## config.mk

```make
export PLATFORM = sky130hd
export DESIGN_NAME = write_buffer_ctrl
export DESIGN_NICKNAME = d
export VERILOG_FILES = /design/src/rtl/write_buffer_ctrl.sv
export SDC_FILE = /design/constraint.sdc
export NUM_CORES = 2
export LEC_CHECK = 0
export ABC_AREA = 1
export ABC_CLOCK_PERIOD_IN_PS = 51700
export BUFFER_PORTS_ARGS = -buffer_cell sky130_fd_sc_hd__buf_2
export CAP_MARGIN = 20
export CORE_MARGIN = 3
export CORE_UTILIZATION = 25
export DETAILED_ROUTE_END_ITERATION = 8
export HOLD_SLACK_MARGIN = 0.15
export PLACE_DENSITY = 0.5
export RECOVER_POWER = 25
export REMOVE_ABC_BUFFERS = 1
export SYNTH_ARGS = -nofsm -noshare
export SYNTH_HDL_FRONTEND = slang
export SYNTH_MEMORY_MAX_BITS = 65536
export SYNTH_SLANG_ARGS = --single-unit
export TNS_END_PERCENT = 10
```

## constraint.sdc

```tcl
create_clock -name clk -period 51.7 [get_ports clk]
set_input_delay 7.755 -clock clk [delete_from_list [all_inputs] [get_ports clk]]
set_output_delay 7.755 -clock clk [all_outputs]
set_load 0.05 [all_outputs]
```

## src/rtl/write_buffer_ctrl.sv

```systemverilog
// Write-request buffer: holds full-burst writes, offers un-issued entries to the
// scheduler, and drains issued entries beat by beat toward the PHY.
module write_buffer_ctrl #(
  parameter int NUM_ENTRY = 8,
  parameter int ADDR_W    = 32,
  parameter int DATA_W    = 64,
  parameter int BURST_LEN = 8,
  parameter int IDX_W     = $clog2(NUM_ENTRY)
) (
  input  logic                          clk,
  input  logic                          rst,
  input  logic                          req_valid,
  output logic                          req_ready,
  input  logic [ADDR_W-1:0]             req_addr,
  input  logic [DATA_W*BURST_LEN-1:0]   req_data,
  output logic                          cand_valid,
  output logic [IDX_W-1:0]              cand_idx,
  output logic [ADDR_W-1:0]             cand_addr,
  input  logic                          issue,
  input  logic [IDX_W-1:0]              issue_idx,
  output logic                          wdata_valid,
  input  logic                          wdata_ready,
  output logic [DATA_W-1:0]             wdata,
  output logic                          wdata_last,
  output logic [IDX_W-1:0]              wdata_idx,
  output logic [IDX_W:0]                count,
  output logic                          full,
  output logic                          empty
);

  localparam int BEAT_W = (BURST_LEN > 1) ? $clog2(BURST_LEN) : 1;
  localparam logic [BEAT_W-1:0] LAST_BEAT = BEAT_W'(BURST_LEN - 1);
  localparam logic [IDX_W:0]    CNT_FULL  = (IDX_W+1)'(NUM_ENTRY);
  localparam logic [IDX_W:0]    CNT_ONE   = (IDX_W+1)'(1);

  typedef enum logic {IDLE, BURST} state_t;

  state_t                 state_reg;
  logic [NUM_ENTRY-1:0]   valid_reg;
  logic [NUM_ENTRY-1:0]   issued_reg;
  logic [IDX_W-1:0]       sel_reg;
  logic [BEAT_W-1:0]      beat_reg;
  logic [IDX_W:0]         count_reg;
  logic [ADDR_W-1:0]      addr_mem [NUM_ENTRY];
  logic [DATA_W-1:0]      data_mem [NUM_ENTRY][BURST_LEN];
  logic [DATA_W-1:0]      req_beats [BURST_LEN];

  logic [NUM_ENTRY-1:0]   cand_vec;
  logic [NUM_ENTRY-1:0]   ready_vec;
  logic [IDX_W-1:0]       free_idx;
  logic [IDX_W-1:0]       cand_sel;
  logic [IDX_W-1:0]       ready_idx;
  logic                   accept;
  logic                   issue_ok;
  logic                   last_hs;

  genvar gi;
  generate
    for (gi = 0; gi < BURST_LEN; gi++) begin : g_beat
      assign req_beats[gi] = req_data[gi*DATA_W +: DATA_W];
    end
  endgenerate

  assign cand_vec  = valid_reg & ~issued_reg;
  assign ready_vec = valid_reg & issued_reg;

  // Descending scans so the lowest matching index is the last one written.
  always_comb begin
    free_idx  = '0;
    cand_sel  = '0;
    ready_idx = '0;
    for (int i = NUM_ENTRY - 1; i >= 0; i--) begin
      if (!valid_reg[i]) free_idx  = IDX_W'(i);
      if (cand_vec[i])   cand_sel  = IDX_W'(i);
      if (ready_vec[i])  ready_idx = IDX_W'(i);
    end
  end

  assign full      = (count_reg == CNT_FULL);
  assign empty     = (count_reg == '0);
  assign count     = count_reg;
  assign req_ready = !rst && !full;
  assign accept    = req_valid && req_ready;
  assign issue_ok  = issue && valid_reg[issue_idx] && !issued_reg[issue_idx];
  assign last_hs   = (state_reg == BURST) && wdata_ready && (beat_reg == LAST_BEAT);

  always_ff @(posedge clk) begin
    if (rst) begin
      state_reg  <= IDLE;
      valid_reg  <= '0;
      issued_reg <= '0;
      sel_reg    <= '0;
      beat_reg   <= '0;
      count_reg  <= '0;
    end else begin
      // Allocation, issue and free always touch distinct entries in one cycle.
      if (accept) begin
        valid_reg[free_idx]  <= 1'b1;
        issued_reg[free_idx] <= 1'b0;
      end
      if (issue_ok) issued_reg[issue_idx] <= 1'b1;
      if (last_hs) begin
        valid_reg[sel_reg]  <= 1'b0;
        issued_reg[sel_reg] <= 1'b0;
      end

      case ({accept, last_hs})
        2'b10:   count_reg <= count_reg + CNT_ONE;
        2'b01:   count_reg <= count_reg - CNT_ONE;
        default: count_reg <= count_reg;
      endcase

      case (state_reg)
        IDLE: begin
          if (|ready_vec) begin
            sel_reg   <= ready_idx;
            beat_reg  <= '0;
            state_reg <= BURST;
          end
        end
        BURST: begin
          if (wdata_ready) begin
            if (beat_reg == LAST_BEAT) begin
              beat_reg  <= '0;
              state_reg <= IDLE;
            end else begin
              beat_reg <= beat_reg + BEAT_W'(1);
            end
          end
        end
        default: state_reg <= IDLE;
      endcase
    end
  end

  always_ff @(posedge clk) begin
    if (accept) begin
      addr_mem[free_idx] <= req_addr;
      for (int k = 0; k < BURST_LEN; k++) begin
        data_mem[free_idx][k] <= req_beats[k];
      end
    end
  end

  assign cand_valid  = |cand_vec;
  assign cand_idx    = cand_sel;
  assign cand_addr   = cand_valid ? addr_mem[cand_sel] : '0;
  assign wdata_valid = (state_reg == BURST);
  assign wdata       = wdata_valid ? data_mem[sel_reg][beat_reg] : '0;
  assign wdata_last  = wdata_valid && (beat_reg == LAST_BEAT);
  assign wdata_idx   = sel_reg;

endmodule

```

-- Yosys cells after proc, flatten, opt, wreduce, memory -nomap -nowiden
Memory sizes are Yosys's and may differ from the RTL's. A register that Yosys moved wholly into a read port is not among the register bits.
Cells that the tools add are included.
- register bits: 27
- memory bits (writable): 4352
- output and inout port bits: 112
- logic and storage cells: 115
- memories: 2
- add/subtract/negate cells: 3
- magnitude comparators: 7
- equality and inequality tests: 6
- multiplexer cells: 60
- bitwise logic cells: 12
- reduce and logical (&&, ||, !) cells: 19
- memory list (memory ; depth ; width ; rd ports ; clocked after Yosys merged registers in ; write ports ; RTL line ; source):
    data_mem ; 8 ; 512 ; 1 ; 1 ; 1 ; 45 ; logic [DATA_W-1:0] data_mem [NUM_ENTRY][BURST_LEN];
    addr_mem ; 8 ; 32 ; 1 ; 0 ; 1 ; 44 ; logic [ADDR_W-1:0] addr_mem [NUM_ENTRY];
- operator list (cell ; count):
    binary-select mux 64 bit (select 3 bit) ; 1
    2-to-1 mux 64 bit ; 3
    2-to-1 mux 3 bit ; 29
    2-to-1 mux 8 bit ; 8
    bitwise AND 8 bit ; 5
    2-to-1 mux 32 bit ; 1
    NOT 8 bit ; 3
    OR 8 bit ; 2
    OR reduction 8 bit ; 2
    < comparator 3 x 4 -> 1 bit, second input constant ; 3
    logical AND 1 bit ; 10
    2-to-1 mux 1 bit ; 10
    demux 1 bit (select 3 bit) ; 3
    >= comparator 3 x 1 -> 1 bit, second input constant ; 3
    one-hot mux 4 bit (2 select lines) ; 1
    binary-select mux 1 bit (select 3 bit) ; 2
    one-hot mux 3 bit (2 select lines) ; 1
    adder 4 x 1 -> 4 bit, second input constant ; 1
    equality test 4 bit, second input constant ; 1
    >= comparator 4 bit, second input constant ; 1
    logical NOT 4 bit ; 1
    inequality test 2 bit, second input constant ; 2
    NOT 3 -> 4 bit ; 1
    AND reduction 2 bit ; 2
    other kinds (9) ; 11

-- Logic depth before layout (Yosys ltp)
- word-level depth: 21
- gate-level depth with buffers: 15

-- Worst setup path before layout
No wires, ideal clock.
- kind: input to register
- from: input rst
- to: register valid_reg[7]
- library setup time: 143 ps
- data arrival time: 33202 ps
- required time: 51557 ps
- setup slack: 18355 ps
- stages: 8
- path buffers: 1
- cell sequence: clkbuf_1 nor2_1 nand2_1 inv_1 nand3_1 nor2_1 inv_1 a21oi_1
- word-level cells in the longest chain between the ends: 7
- RTL lines (what ; RTL line ; source):
    start, declared ; 11 ; input logic rst,
    logical NOT 1 bit * ; 82 ; assign req_ready = !rst && !full;
    logical AND 1 bit * ; 82 ;
    via req_ready ; 13 ; output logic req_ready,
    logical AND 1 bit * ; 83 ; assign accept = req_valid && req_ready;
    2-to-1 mux 8 bit * ; 97 ; if (accept) begin
    2-to-1 mux 8 bit * ; 88 ; if (rst) begin
    bitwise AND 8 bit (no source line) ; -- ;
    2-to-1 mux 8 bit * ; 102 ; if (last_hs) begin
    end signal, assigned ; 90 ; valid_reg <= '0;
    end signal, assigned by index ; 98 ; valid_reg[free_idx] <= 1'b1;
    end signal, assigned by index ; 103 ; valid_reg[sel_reg] <= 1'b0;
    end, declared ; 39 ; logic [NUM_ENTRY-1:0] valid_reg;
The timed path passes the listed nets; every way through them passes the cells marked *. The select of a mux whose other input is x is not followed.
A chain may end at the register's enable or synchronous reset.

==> impl_metrics.yaml <==
run_status:
  outcome: "complete, no violations"
grt:
  grt_pass1_vias: 108000
  grtUsageTotal_pct: 14.2
  antenna_found_initial: 232
  grt_pass1_wl_um: 768000
  grt_max_degree: 200
  grt-ovfl-total: 0
worst_setup_path:
  worstPathRequired_ns: 43.95
  crit_path_frequent_cell: "buf_4"
  crit_arrival_ns: 8.55
  cp_slowest_cell: "buf_4"
  crit_chain: "clkinv_16 > buf_4 > buf_4 > buf_4 > buf_12 > buf_12 > buf_4 > buf_4 > o21ai_0 > o22ai_1 > nand2_1 > nand3_1 > nand2_1 > nor2_1 > nor2_1 > nor2_1 > buf_2"
  path_buf_inv: 9
  worstPathMaxFanout: 199
  critPathMaxStageDelay_ns: 0.81
  startpoint_type: "flip-flop"
  end_kind: "primary output"
  critical_path_class: "flip-flop to primary output"
  cp_top_family: "buffers and inverters"
sta:
  fmax_mhz: 61.3
  slew_headroom_pct: 7.61
  tightestPinTransition_ns: 1.39
  setup_viol: 0
  rsz0062_at_grt: "false"
  maxSlewViolCount: 0
  hold_viol_final: 0
  fin_crit_ns: 16.31
  finalWorstSetupSlack_ns: 35.39
  setup_tns_ns: 0
  fin_crit_sh_pct: 31.5
  worst_clock_skew_ns: 0.0981
power:
  ir_worst_vdd_mv: 0.0351
  switchingPower_uw: 1570
  pwr-share-clk_pct: 44.1
  power_uw: 7350
  swShare_pct: 21.3
  p_int_uw: 5780
  powerDensity_mw_per_mm2: 36.3
  power_frac_seq_pct: 53.7
  leakagePower_uw: 0.0682
  combPwrFrac_pct: 2.2
synth:
  syn_area_per_cell_um2: 12.4
  syn_inst: 14100
  async_reset_ff_share_pct: 0
  ys.flop_type: "edfxtp_1"
  yosys.cell_types.count: 36
  syn-cell-area_mm2: 0.176
  yosysSeqAreaShare_pct: 74.8
  synth_edf_count: 4352
  ys_ff_latch: 4382
  ys_warn_count: 0
clock_tree:
  hold_buffers: 0
  clkSinkCount: 4382
  cts_buffers: 473
  cts_root_buffer: "clkbuf_16"
  clk_latency_ns: 1.04
  h-tree-depth: 5
  tritoncts: "yes"
  postCtsSetupRepairBufs: 0
  path_clk_slew_ns: 0.06
  ctsResizeCount: 0
  cts_buffer_depth: 4
placed_design:
  gp_congestion: 0.770
  dp_slack_ns: 35.62
  place_area_mm2: 0.188
  portBuffers: 663
  dp_hpwl_um: 286000
cells_and_area:
  final_area_mm2: 0.202
  largest_register_ffs: 4096
  layout.nets: 15100
  final_core_util_pct: 28.9
  fillers: 71200
  layout-drive-gt1-share_pct: 8.34
  syn_to_final_growth_pct: 15.2
  top_regs: "data_mem: 4096 flops, addr_mem: 256 flops"
  regMostFlops: "data_mem"
floorplanning:
  die_x_um: 844
  pin_count: 664
  core-area_mm2: 0.699
  initial_utilization_pct: 25.1
  die_area_mm2: 0.713
  fp.dieH_um: 844
  rows: 307
routing:
  route.detailed.drc: 0
  wl_per_cell_um: 21.7
  vias: 112000
  via_per_inst: 4.61
  drt_pass1_iterations: 6
  initialDrtViolationCount: 9621
  drt-total-wl_um: 528000
  ant_nets: 0
run:
  cap_violations: 0
worst_hold_path:
  hold_class: "flip-flop to flip-flop"
[placed cells by master, fill, tap and decap left out, drive strengths merged, types with 4 or more instances in the layout]
cell / count
nand2: 3359
clkinvlp: 4
buf: 574
clkbuf: 919
a21oi: 351
diode: 58
inv: 252
nand3: 2956
o211ai: 4
nor2: 798
o41ai: 8
a211oi: 64
edfxtp: 4352
o21ai: 724
dfxtp: 30
ha: 5
o22ai: 256
nor3: 7
clkinv: 272
bufinv: 24
[worst min-delay path, delay by kind of cell (launching register included)]
family,cells,cell delay (ns)
AO/OA/AOI/OAI,1,0.06
flip-flops,1,0.32
AND/OR/NAND/NOR,1,0.07
[power groups by stage]
stage	combinational (µW)	sequential [µW]	clock, µW
2_1_floorplan	79.4	4040	0
3_3_place_gp	162	4020	0
3_5_place_dp	165	4020	0
4_1_cts	165	3950	3330
5_1_grt	178	3950	3470
6_report	159	3950	3240
[stage by stage]
stage,std cells,hold WS [ns]
detailed placement,23400,0.487
global route,24300,0.521
finish,24300,0.498
floorplan,13200,0.457
CTS,24200,0.495
global placement,23400,0.481
[routing by layer]
metal | GRT usage [%] | up-vias | wire length, µm
li1 | - | 51900 | -
met1 | 18.7 | 56100 | 227000
met2 | 24.5 | 2983 | 261000
met3 | 1.97 | 984 | 26300
met4 | 3.61 | 66 | 13500
met5 | 0 | - | 431
[final cells by class]
class                      instances  area [µm²]  share of cell area [%]
clock inverter                   305        2570                    1.27
sequential                      4382      131000                    64.9
clock buffer                     579       12300                    6.06
multi-input combinational       8541       38200                    18.9
timing repair buffer             914        5130                    2.54
tap                             9270       11600                    5.74
inverter                         247        1020                   0.504
antenna                           58         145                  0.0718
[cell usage after synthesis, types with 2 or more instances]
master	count	share of area, %
edfxtp_1	4352	74
buf_2	325	0.93
o41ai_1	8	0.040
inv_1	239	0.51
o22ai_1	256	0.91
clkinv_1	2	0.0043
dfxtp_1	30	0.34
inv_2	5	0.011
clkbuf_1	360	0.77
clkbuf_2	8	0.023
nor3_1	7	0.020
o211ai_1	4	0.017
nand3_1	2956	8.4
ha_1	5	0.036
nor2_1	798	1.7
a21oi_1	351	1.0
buf_4	86	0.37
o21ai_1	167	0.48
a211oi_1	64	0.27
nand2_1	3359	7.2
buf_6	107	0.69
buf_8	5	0.043
buf_1	75	0.16
o21ai_0	557	1.6
[worst paths after layout]
check           startpoint                to  slack [ns]  depth (start not counted)
min          issued_reg[5]     issued_reg[5]        0.50                          2
max reg2reg       count[0]  data_mem[3][488]       44.61                         15
min reg2reg  issued_reg[5]     issued_reg[5]        0.50                          2
max              flip-flop          wdata[2]       35.39                         17
[logic make-up after synthesis]
| family | share of synthesized area (%) |
|---|---|
| xor+xnor | 0.00499 |
| flops | 74.8 |
| buf+inv | 3.52 |
| simple gates | 17.3 |
| fa+ha+maj | 0.0470 |
| compound gates | 4.32 |
Power figures use the tool's default switching activity.
